<file path="config.mk">
export PLATFORM = sky130hd
export DESIGN_NAME = rr_reg_arbiter
export DESIGN_NICKNAME = d
export VERILOG_FILES = /design/src/rtl/rr_arb_pkg.sv /design/src/rtl/rr_pick.sv /design/src/rtl/rr_reg_arbiter.sv
export SDC_FILE = /design/constraint.sdc
export NUM_CORES = 1
export LEC_CHECK = 0
export BUFFER_PORTS_ARGS = -buffer_cell sky130_fd_sc_hd__clkbuf_2
export CORE_MARGIN = 3
export CORE_UTILIZATION = 40
export CTS_CLUSTER_SIZE = 20
export DETAILED_ROUTE_END_ITERATION = 6
export GPL_TIMING_DRIVEN = 0
export PLACE_DENSITY = 0.7
export SLEW_MARGIN = 20
export SYNTH_ARGS = -nofsm -noshare
export SYNTH_HDL_FRONTEND = slang
export SYNTH_SLANG_ARGS = --single-unit
</file>
<file path="constraint.sdc">
create_clock -name clk -period 5 [get_ports clk]
set_input_delay 1.25 -clock clk [delete_from_list [all_inputs] [get_ports clk]]
set_output_delay 1.25 -clock clk [all_outputs]
set_load 0.05 [all_outputs]
</file>
<file path="src/rtl/rr_arb_pkg.sv">
// ============================================================================
// Module      : rr_arb_pkg
// Description : Shared state encoding and a constant clog2 helper for the
//               round-robin register arbiter.
// Revision    : 1.0 - initial release
// ============================================================================
`default_nettype none

package rr_arb_pkg;

  typedef enum logic {
    IDLE = 1'b0,
    OWN  = 1'b1
  } state_t;

  // Minimum bits needed to encode values 0..v-1; returns 1 for v<=2 so that
  // index buses never collapse to zero width.
  function automatic int clog2(input int v);
    int r;
    r = 0;
    for (int i = 0; i < 31; i++) begin
      if ((1 << i) < v) r = i + 1;
    end
    if (r < 1) r = 1;
    return r;
  endfunction

endpackage

`default_nettype wire

</file>
<file path="src/rtl/rr_pick.sv">
// ============================================================================
// Module      : rr_pick
// Description : Combinational cyclic priority search: first set bit of req at
//               or after ptr, wrapping around past N-1 to 0.
// Revision    : 1.0 - initial release
// ============================================================================
`default_nettype none

module rr_pick
  import rr_arb_pkg::*;
#(
  parameter int N = 4
) (
  input  logic [N-1:0]          req,
  input  logic [clog2(N)-1:0]   ptr,
  output logic                  found,
  output logic [clog2(N)-1:0]   idx
);

  localparam int IW = clog2(N);

  int j;

  // Walk from the farthest candidate back to ptr so the nearest set bit wins.
  always_comb begin
    found = 1'b0;
    idx   = '0;
    j     = 0;
    for (int k = N - 1; k >= 0; k--) begin
      j = int'(ptr) + k;
      if (j >= N) j = j - N;
      if (req[j]) begin
        found = 1'b1;
        idx   = IW'(j);
      end
    end
  end

endmodule

`default_nettype wire

</file>
<file path="src/rtl/rr_reg_arbiter.sv">
// ============================================================================
// Module      : rr_reg_arbiter
// Description : Round-robin arbiter granting one of N requesters write access
//               to a shared W-bit capture register, with bounded burst length.
// Revision    : 1.0 - initial release
// ============================================================================
`default_nettype none

module rr_reg_arbiter
  import rr_arb_pkg::*;
#(
  parameter int N        = 4,
  parameter int W        = 8,
  parameter int MAX_HOLD = 4
) (
  input  logic                 clk,
  input  logic                 rst,
  input  logic [N-1:0]         req,
  input  logic [N*W-1:0]       wdata,
  output logic [N-1:0]         gnt,
  output logic [clog2(N)-1:0]  owner,
  output logic [W-1:0]         q,
  output logic                 q_valid
);

  localparam int OW = clog2(N);
  localparam int HW = clog2(MAX_HOLD + 1);

  localparam logic [OW-1:0] LAST_IDX  = OW'(N - 1);
  localparam logic [HW-1:0] LAST_HOLD = HW'(MAX_HOLD - 1);

  state_t         state;
  state_t         state_n;
  logic [OW-1:0]  ptr;
  logic [OW-1:0]  ptr_n;
  logic [OW-1:0]  owner_n;
  logic [HW-1:0]  hold_cnt;
  logic [HW-1:0]  hold_n;
  logic [N-1:0]   gnt_n;

  logic           accept;
  logic           release_own;
  logic [OW-1:0]  succ;
  logic [OW-1:0]  start;
  logic           pick_found;
  logic [OW-1:0]  pick_idx;
  logic [W-1:0]   owner_data;

  assign accept      = (state == OWN) && req[owner];
  assign release_own = (state == OWN) &&
                       (!req[owner] || (accept && (hold_cnt == LAST_HOLD)));
  assign succ        = (owner == LAST_IDX) ? '0 : owner + 1'b1;
  // On release the search starts just past the outgoing owner so it is tried last.
  assign start       = release_own ? succ : ptr;
  assign owner_data  = wdata[int'(owner) * W +: W];

  rr_pick #(
    .N (N)
  ) u_pick (
    .req   (req),
    .ptr   (start),
    .found (pick_found),
    .idx   (pick_idx)
  );

  always_comb begin
    state_n = state;
    owner_n = owner;
    ptr_n   = ptr;
    hold_n  = hold_cnt;
    gnt_n   = '0;

    if (release_own) ptr_n = succ;

    if ((state == IDLE) || release_own) begin
      if (pick_found) begin
        state_n = OWN;
        owner_n = pick_idx;
        hold_n  = '0;
      end else begin
        state_n = IDLE;
        owner_n = '0;
        hold_n  = '0;
      end
    end else if (accept) begin
      hold_n = hold_cnt + 1'b1;
    end

    if (state_n == OWN) gnt_n[owner_n] = 1'b1;
  end

  always_ff @(posedge clk) begin
    if (rst) begin
      state    <= IDLE;
      owner    <= '0;
      ptr      <= '0;
      hold_cnt <= '0;
      gnt      <= '0;
      q        <= '0;
      q_valid  <= 1'b0;
    end else begin
      state    <= state_n;
      owner    <= owner_n;
      ptr      <= ptr_n;
      hold_cnt <= hold_n;
      gnt      <= gnt_n;
      q_valid  <= accept;
      if (accept) q <= owner_data;
    end
  end

endmodule

`default_nettype wire

</file>
### After elaboration in Yosys (flattened, before gate mapping)

Cells that the tools add are included.

| storage, ports and cells | value |
|---|---|
| word-level logic and storage cells | 75 |
| output and inout port bits | 15 |
| register bits | 21 |

| operators by class | value |
|---|---|
| magnitude comparators | 11 |
| bitwise operators | 2 |
| shift operators | 1 |
| add/sub/neg operators | 9 |
| muxes and demuxes | 34 |
| equality and inequality tests | 2 |
| reduce and logical (&&, ||, !) cells | 9 |

Operators by type and width:

| kind | number |
|---|---|
| $lt 32x4->1 const B | 4 |
| $mux 32 | 4 |
| $ge 32x4->1 const B | 3 |
| $sub 32x4->32 const B | 3 |
| $shiftx 32x6->8 | 1 |
| $mux 1 | 16 |
| $mux 2 | 8 |
| $bmux 1 s2 | 5 |
| $add 2x2->3 const B | 2 |
| $lt 2x3->1 const B | 2 |
| $logic_and 1x1->1 | 4 |
| $reduce_or 2->1 | 2 |
| $sub 2x3->4 const B | 1 |
| $add 2x1->3 const B | 1 |
| $add 3x1->3 const B | 1 |
| $eq 3x2->1 const B | 1 |
| $ge 2x3->1 const B | 1 |
| $add 2x1->2 const B | 1 |
| $demux 1 s2 | 1 |
| $eq 2x2->1 const B | 1 |
| $ge 2x1->1 const B | 1 |
| $logic_or 1x1->1 | 2 |
| $not 1->1 | 2 |
| $logic_not 1->1 | 1 |

### Longest topological paths before layout

Gate-level depths: netlist (run 1).

| depth | value |
|---|---|
| word-level depth | 23 |
| gate-level depth with buffers | 9 |
| gate-level depth less buffers | 8 |

### Modules after synthesis

A second synthesis (run 1) with hierarchy kept.

| second synthesis, totals | value |
|---|---|
| cells, all modules | 125 |
| area total of the unflattened synthesis | 1292.5 um2 |

By module, submodules not included:

| module | area each (um2) | cells each | times used | seq. area each (um2) |
|---|---|---|---|---|
| rr_reg_arbiter | 1214.9 | 112 | 1 | 420.4 |
| rr_pick | 77.6 | 13 | 1 | 0.0 |

### Worst setup path after synthesis (run 1)

No wires, ideal clock.

| timing path | value |
|---|---|
| path kind | input to register |
| start | input port req[3] |
| end | register gnt[0] |
| path slack | 2.249 ns |
| library setup time | 0.113 ns |
| stages on the path | 8 |
| required time | 4.887 ns |
| arrival time | 2.638 ns |
| cell sequence | buf_6 > mux2i_1 > o221a_1 > buf_6 > o221ai_1 > a21oi_1 > o31a_2 > and2_4 |

| between the ends | value |
|---|---|
| longest elaborated chain between the ends | 23 |
| elaborated cells on any way between the ends | 55 |

RTL lines:

| element | RTL line | RTL |
|---|---|---|
| start, declared | rr_reg_arbiter.sv:18 | `input logic [N-1:0] req,` |
| $bmux 1 s2 | rr_reg_arbiter.sv:49, rr_reg_arbiter.sv:51 |  |
| $mux 1 (not written as such) | rr_reg_arbiter.sv:49, rr_reg_arbiter.sv:51 |  |
| $logic_and 1x1->1 | rr_reg_arbiter.sv:49 | `assign accept = (state == OWN) && req[owner];` |
| $logic_and 1x1->1 | rr_reg_arbiter.sv:51 | `(!req[owner] \|\| (accept && (hold_cnt == LAST_HOLD)));` |
| $logic_or 1x1->1 | rr_reg_arbiter.sv:51 |  |
| $logic_and 1x1->1 | rr_reg_arbiter.sv:50 | `assign release_own = (state == OWN) &&` |
| $mux 2 | rr_reg_arbiter.sv:54 | `assign start = release_own ? succ : ptr;` |
| $add 2x2->3 | rr_pick.sv:30 | `j = int'(ptr) + k;` |
| [3 not listed] | - |  |
| $mux 1 (not written as such) (2 in a row) | rr_pick.sv:32 | `if (req[j]) begin` |
| $mux 2 or $mux 1 (tied branches) (4 in a row) | rr_pick.sv:32 |  |
| $mux 2 | rr_reg_arbiter.sv:76 | `if (pick_found) begin` |
| $mux 2 | rr_reg_arbiter.sv:75 | `if ((state == IDLE) \|\| release_own) begin` |
| $lt 2x3->1 (not written as such) or $ge 2x1->1 (tied branches) | rr_reg_arbiter.sv:89 | `if (state_n == OWN) gnt_n[owner_n] = 1'b1;` |
| $logic_and 1x1->1 (not written as such) | rr_reg_arbiter.sv:89 |  |
| $mux 1 (not written as such) | rr_reg_arbiter.sv:89 |  |
| $demux 1 s2 | rr_reg_arbiter.sv:89 |  |
| end signal, assigned | rr_reg_arbiter.sv:106 | `gnt <= gnt_n;` |
| end, declared | rr_reg_arbiter.sv:20 | `output logic [N-1:0] gnt,` |

Several ways; a longest one is shown, not always the timed one. The select of a mux whose other input is x is not followed.
A chain may end at the register's enable or synchronous reset.

### Worst setup path after layout (run 1)

| timing path | value |
|---|---|
| start | input port req[0] |
| end | register gnt[0] |

Same word-level chain as after synthesis.

==> results_dict.tcl, run 1 <==
set metrics [dict create \
    endpoint_kind "register" \
    r2r-end "gnt[0]" \
    powerDensity_nw_per_um2 283 \
    critical_path_required_ns 5.20 \
    worst-setup-path-type "input port to register" \
    num_vias 1092 \
    cts_tree "done" \
    p_leak_uw 0.000698 \
    syn_inst 113 \
    rr_startpoint "hold_cnt[0]" \
    std_cell_rows 19 \
    cp-startpoint "req[0]" \
    ys_ff_latch 21 \
    fin_nets 210 \
    clock_skew_ns 0.00664 \
    setup_tns_ns 0 \
    drive_above_1_share_pct 43.5 \
    regArea_sq_um 420 \
    async_flop_share_pct 0 \
    ctsHoldBuffers 0 \
    regToRegSetupSlack_ns 2.71 \
    slew_viol_final 0 \
    h-tree-depth 1 \
    final.min_clock_period_ns 2.68 \
    grt.total_usage_pct 15.1 \
    r2r_cells 9 \
    peakVddDrop_v 0.000186 \
    fmax_mhz 373 \
    cp.arrival_ns 2.89 \
    multi_input_area_sq_um 693 \
    worstMarginPinSlew_ns 0.566 \
    setup_viol 0 \
    hpwl_mm 2.16 \
    post-route-period-util_pct 53.7 \
    hp-start "hold_cnt[0]" \
    synthTopCellsByArea "dfxtp_1, mux4_2, mux2i_1" \
    start_util_pct 42.2 \
    synth_edf_count 0 \
    hp-class "register to register" \
    core-area_sq_um 2780 \
    cts_root_buf "clkbuf_4" \
    ys.flop_type "dfxtp_1" \
    pre_cts_slack_ns 2.03 \
    cts_setup_buffers 0 \
    wl_per_cell_um 13.4 \
    remaining_drc_errors 0 \
    antenna_found_initial 0 \
    dieArea_sq_um 3620 \
    finalHoldViolCount 0 \
    cts.sinks 21 \
    worst_skew_pair.late_latency_ns 0.30 \
    synth_cell_types 36 \
    grt_pass1_vias 973 \
    ctsResizeCount 0 \
    yosysSeqAreaShare_pct 35.9 \
    grt_max_degree 12 \
    rsz0062_at_grt "false" \
    fill_cells 252 \
    dr.pass1.iters 4 \
    die_y_um 60.1 \
    synth.avg_cell_area_sq_um 10.4 \
    wirelength_mm 2.66 \
    yosys_warnings 0 \
    antenna_left 0 \
    status "finished clean" \
    cts.clk_slew.worst_paths_ns 0.11 \
    slew_headroom_pct 62.2 \
    grt-ovfl-total 0 \
    fp.dieW_um 60.1 \
    cp_max_fo 6 \
    avgViaCountPerCell 5.49 \
    start_kind "input port" \
    syn_nets 154 \
    whs_endpoint "hold_cnt[0]" \
    syn-cell-area_sq_um 1170 \
    io_buffers 51 \
    setup_ws_ns 2.32 \
    drt_iter0_markers 33 \
    area_growth_pct 27.3 \
    gp_congestion 0.876 \
    grt_pass1_wl_mm 4.16 \
    whs_path_depth 1 \
    yosysTopAreaCell "dfxtp_1" \
    diodes 0 \
    maxCapViolCount 0 \
    cts_made_buffers 3 \
    io_pins 53 \
    synth_top_area_share_pct 35.9 \
    clockBufferDepth 2 \
]
-- cell usage in the layout (no fill, tap or decap), types with 3 or more instances in the layout --
master    instances
a21oi_1           3
nand2b_1          3
nor2_1           14
clkbuf_1          3
nand3_1           3
dfxtp_1          21
inv_1             5
nand2_1           5
clkbuf_2         52
mux2i_1          12
mux4_2            8
clkbuf_4          3
ha_1              3
-- cell usage after synthesis, types with 3 or more instances --
library cell	instances
mux2i_1	12
dfxtp_1	21
ha_1	3
nand2_1	5
nand2b_1	3
nor2_1	14
mux4_2	8
inv_1	5
a21oi_1	3
nand3_1	3
-- registers in the layout (all words and copies together) (netlist names) --
signal	cells
q	8
gnt	4
hold_cnt	3
owner	2
ptr	2
q_valid	1
state	1
-- kinds of logic (layout without fill, tap and decap cells) --
family / after synthesis / after routing / share of synthesized area (%)
simple gates: 41 / 41 / 18.8
fa+ha+maj: 3 / 3 / 3.20
compound gates: 17 / 17 / 11.5
mux: 20 / 20 / 25.6
buf+inv: 11 / 66 / 5.02
flops: 21 / 21 / 35.9
-- power by group --
group	internal, uW	switching [uW]	total (uW)
clock network	31.1	47.7	78.8
logic	62.8	91.4	154
registers	181	8.34	189
total	275	147	422
-- metal layers --
layer	GRT usage [%]	up-vias	part of all wire, %
met1	18.9	501	42
li1	-	531	-
met4	6.01	0	1.6
met5	0	-	0
met2	25.3	56	46
met3	3.02	4	10
-- per-stage QoR --
stage | utilization [%] | area, sq um | hold WS (ns) | total power, uW | std cells
6_report | 53.7 | 1490 | 0.451 | 422 | 199
3_5_place_dp | 52.7 | 1470 | 0.422 | 348 | 195
4_1_cts | 53.7 | 1490 | 0.459 | 429 | 199
2_1_floorplan | - | 1170 | 0.405 | 307 | 113
3_3_place_gp | 52.7 | 1470 | 0.415 | 344 | 195
5_1_grt | 53.7 | 1490 | 0.472 | 447 | 199
-- final cells by class --
class,instances,share of cell area [%]
inverter,5,1.26
buffer,6,2.68
clock buffer,4,1.76
tap,31,2.60
sequential,21,28.2
timing repair buffer,51,17.1
multi-input combinational,81,46.4
-- critical path, stage by stage --
cell	delay [ns]
clkbuf_2	0.13
mux2i_1	0.33
o221ai_1	0.31
a221oi_1	0.29
nor3b_1	0.09
o31a_2	0.34
and2_4	0.14
-- worst max path at each step --
stage,to,slack [ns],depth (start not counted)
6_report,gnt[0],2.32,7
5_1_grt,gnt[0],2.10,7
4_1_cts,gnt[2],2.35,8
3_5_place_dp,gnt[0],2.03,7
3_3_place_gp,gnt[2],2.05,8
2_1_floorplan,gnt[0],2.25,8
(Power assumes the default switching activity.)
==> run 2: changes to the inputs <==
- PLACE_DENSITY: 0.7 -> 0.73
- clock period: 5 -> 2.45 ns (I/O delays scaled with it)
==> run 2 against run 1 <==
Setup slack got worse by 2.2 ns. Sequential power rose by 100%. Die area did not move. Worst hold slack got worse by 0.011 ns. Critical path type is now register to register. Largest power group unchanged. Highest routed layer unchanged.
==> results_dict.tcl, run 2 (synthesis results as in run 1) <==
set metrics [dict create \
    status "finished clean" \
    antenna_found_initial 0 \
    antenna_left 0 \
    peakVddDrop_v 0.000432 \
    diodes 0 \
    h-tree-depth 1 \
    cp_max_fo 8 \
    clockBufferDepth 2 \
    worst_skew_pair.late_latency_ns 0.30 \
    critical_path_required_ns 2.67 \
    io_pins 53 \
    fin_nets 210 \
    area_growth_pct 27.4 \
    cts_tree "done" \
    largest_reg_flops 8 \
    slew_viol_final 0 \
    post-route-period-util_pct 94.0 \
    hp-start "hold_cnt[0]" \
    cts_setup_buffers 0 \
    hpwl_mm 2.27 \
    dpl-instance-area_sq_um 1470 \
    finalHoldViolCount 0 \
    worstMarginPinSlew_ns 0.526 \
    dr.pass1.iters 4 \
    avgViaCountPerCell 5.39 \
    slew_headroom_pct 64.9 \
    remaining_drc_errors 0 \
    cp.arrival_ns 2.52 \
    grt_pass1_wl_mm 4.10 \
    pre_cts_slack_ns 0.0892 \
    grt-ovfl-total 0 \
    fp.dieW_um 60.1 \
    grt_max_degree 13 \
    worst-setup-path-type "register to register" \
    ctsHoldBuffers 0 \
    dieArea_sq_um 3620 \
    io_buffers 51 \
    ctsResizeCount 0 \
    maxCapViolCount 0 \
    die_y_um 60.1 \
    hp-class "register to register" \
    grt_pass1_vias 952 \
    rr_startpoint "hold_cnt[0]" \
    p_leak_uw 0.000701 \
    grt.total_usage_pct 15.1 \
    clock_skew_ns 0.00258 \
    start_kind "register" \
    regMostFlops "q" \
    rsz0062_at_grt "false" \
    final.min_clock_period_ns 2.30 \
    r2r_cells 9 \
    start_util_pct 42.2 \
    fmax_mhz 434 \
    num_vias 1073 \
    fin_area_sq_um 1490 \
    core-area_sq_um 2780 \
    std_cell_rows 19 \
    setup_tns_ns 0 \
    wirelength_mm 2.75 \
    drive_above_1_share_pct 44.0 \
    fill_cells 257 \
    crit_chain "ha_1 -> ha_1 -> or2_2 -> o221a_1 -> buf_6 -> o221ai_1 -> a21oi_1 -> o31a_2 -> and2_4" \
    reg.largest.list "q (8), gnt (4), hold_cnt (3)" \
    setup_ws_ns 0.148 \
    cts_made_buffers 3 \
    gp_congestion 0.964 \
    cts.clk_slew.worst_paths_ns 0.12 \
    powerDensity_nw_per_um2 581 \
    whs_endpoint "hold_cnt[0]" \
    final_common_cell "clkbuf_2" \
    regToRegSetupSlack_ns 0.15 \
    whs_path_depth 1 \
    critPathMaxStageDelay_ns 0.39 \
    final_cell_mix "clkbuf_2, dfxtp_1, nor2_1" \
    cts_root_buf "clkbuf_4" \
    drt_iter0_markers 35 \
    endpoint_kind "register" \
    setup_viol 0 \
    cts.sinks 21 \
    hold-worst-slack_ns 0.440 \
    r2r-end "gnt[0]" \
    power_uw 868 \
    slowest_stage "o31a_2" \
    path_common_cell "ha_1" \
    wl_per_cell_um 13.8 \
]
==> run 2: changes by cell type in the layout (fill, tap and decap cells not counted), sizes merged <==
cell and change:
clkbuf -1, clkinv +1
==> run 2: final cells by class <==
| class | instances | area, sq um | share of cell area (%) |
|---|---|---|---|
| flip-flops and latches | 21 | 420 | 28.1 |
| plain buffers | 6 | 40.0 | 2.68 |
| inverters | 5 | 18.8 | 1.26 |
| well taps | 31 | 38.8 | 2.60 |
| multi-input cells | 81 | 693 | 46.4 |
| repair buffers | 51 | 255 | 17.1 |
| clock inverters | 1 | 5.00 | 0.335 |
| clock buffers | 3 | 22.5 | 1.51 |
==> run 2: worst max-delay path by stage <==
stage / startpoint / endpoint / depth (start not counted)
global placement: req[0] / gnt[2] / 8
global route: hold_cnt[0] / gnt[2] / 8
finish: hold_cnt[0] / gnt[0] / 9
detailed placement: req[0] / gnt[0] / 7
CTS: hold_cnt[0] / gnt[0] / 9
floorplan: owner[0] / gnt[0] / 7
==> run 2: worst max-delay path, delay by kind of cell (launching register included) <==
kind | cells | cell delay [ns]
DFF | 1 | 0.33
and+or+nand+nor | 2 | 0.46
AOI/OAI and AO/OA | 4 | 0.88
adders and majority gates | 2 | 0.40
buffers and inverters | 1 | 0.14
==> run 2: where the power goes <==
part | total (uW) | switching, uW | internal (uW)
sequential | 385 | 16.7 | 369
clock | 165 | 104 | 60.9
combinational | 317 | 189 | 128
==> run 2: metrics by stage <==
step,utilization (%),instances
after CTS,53.7,199
final,53.7,199
after global placement,52.7,195
after floorplan,-,113
after detailed placement,52.7,195
after global routing,53.7,199
==> run 2: per-layer routing <==
layer	track usage [%]	up-vias	share of wire, %
met3	2.81	5	9.7
met5	0	-	0
met2	25.6	47	45
met1	18.1	487	43
met4	7.28	0	1.6
li1	-	534	-
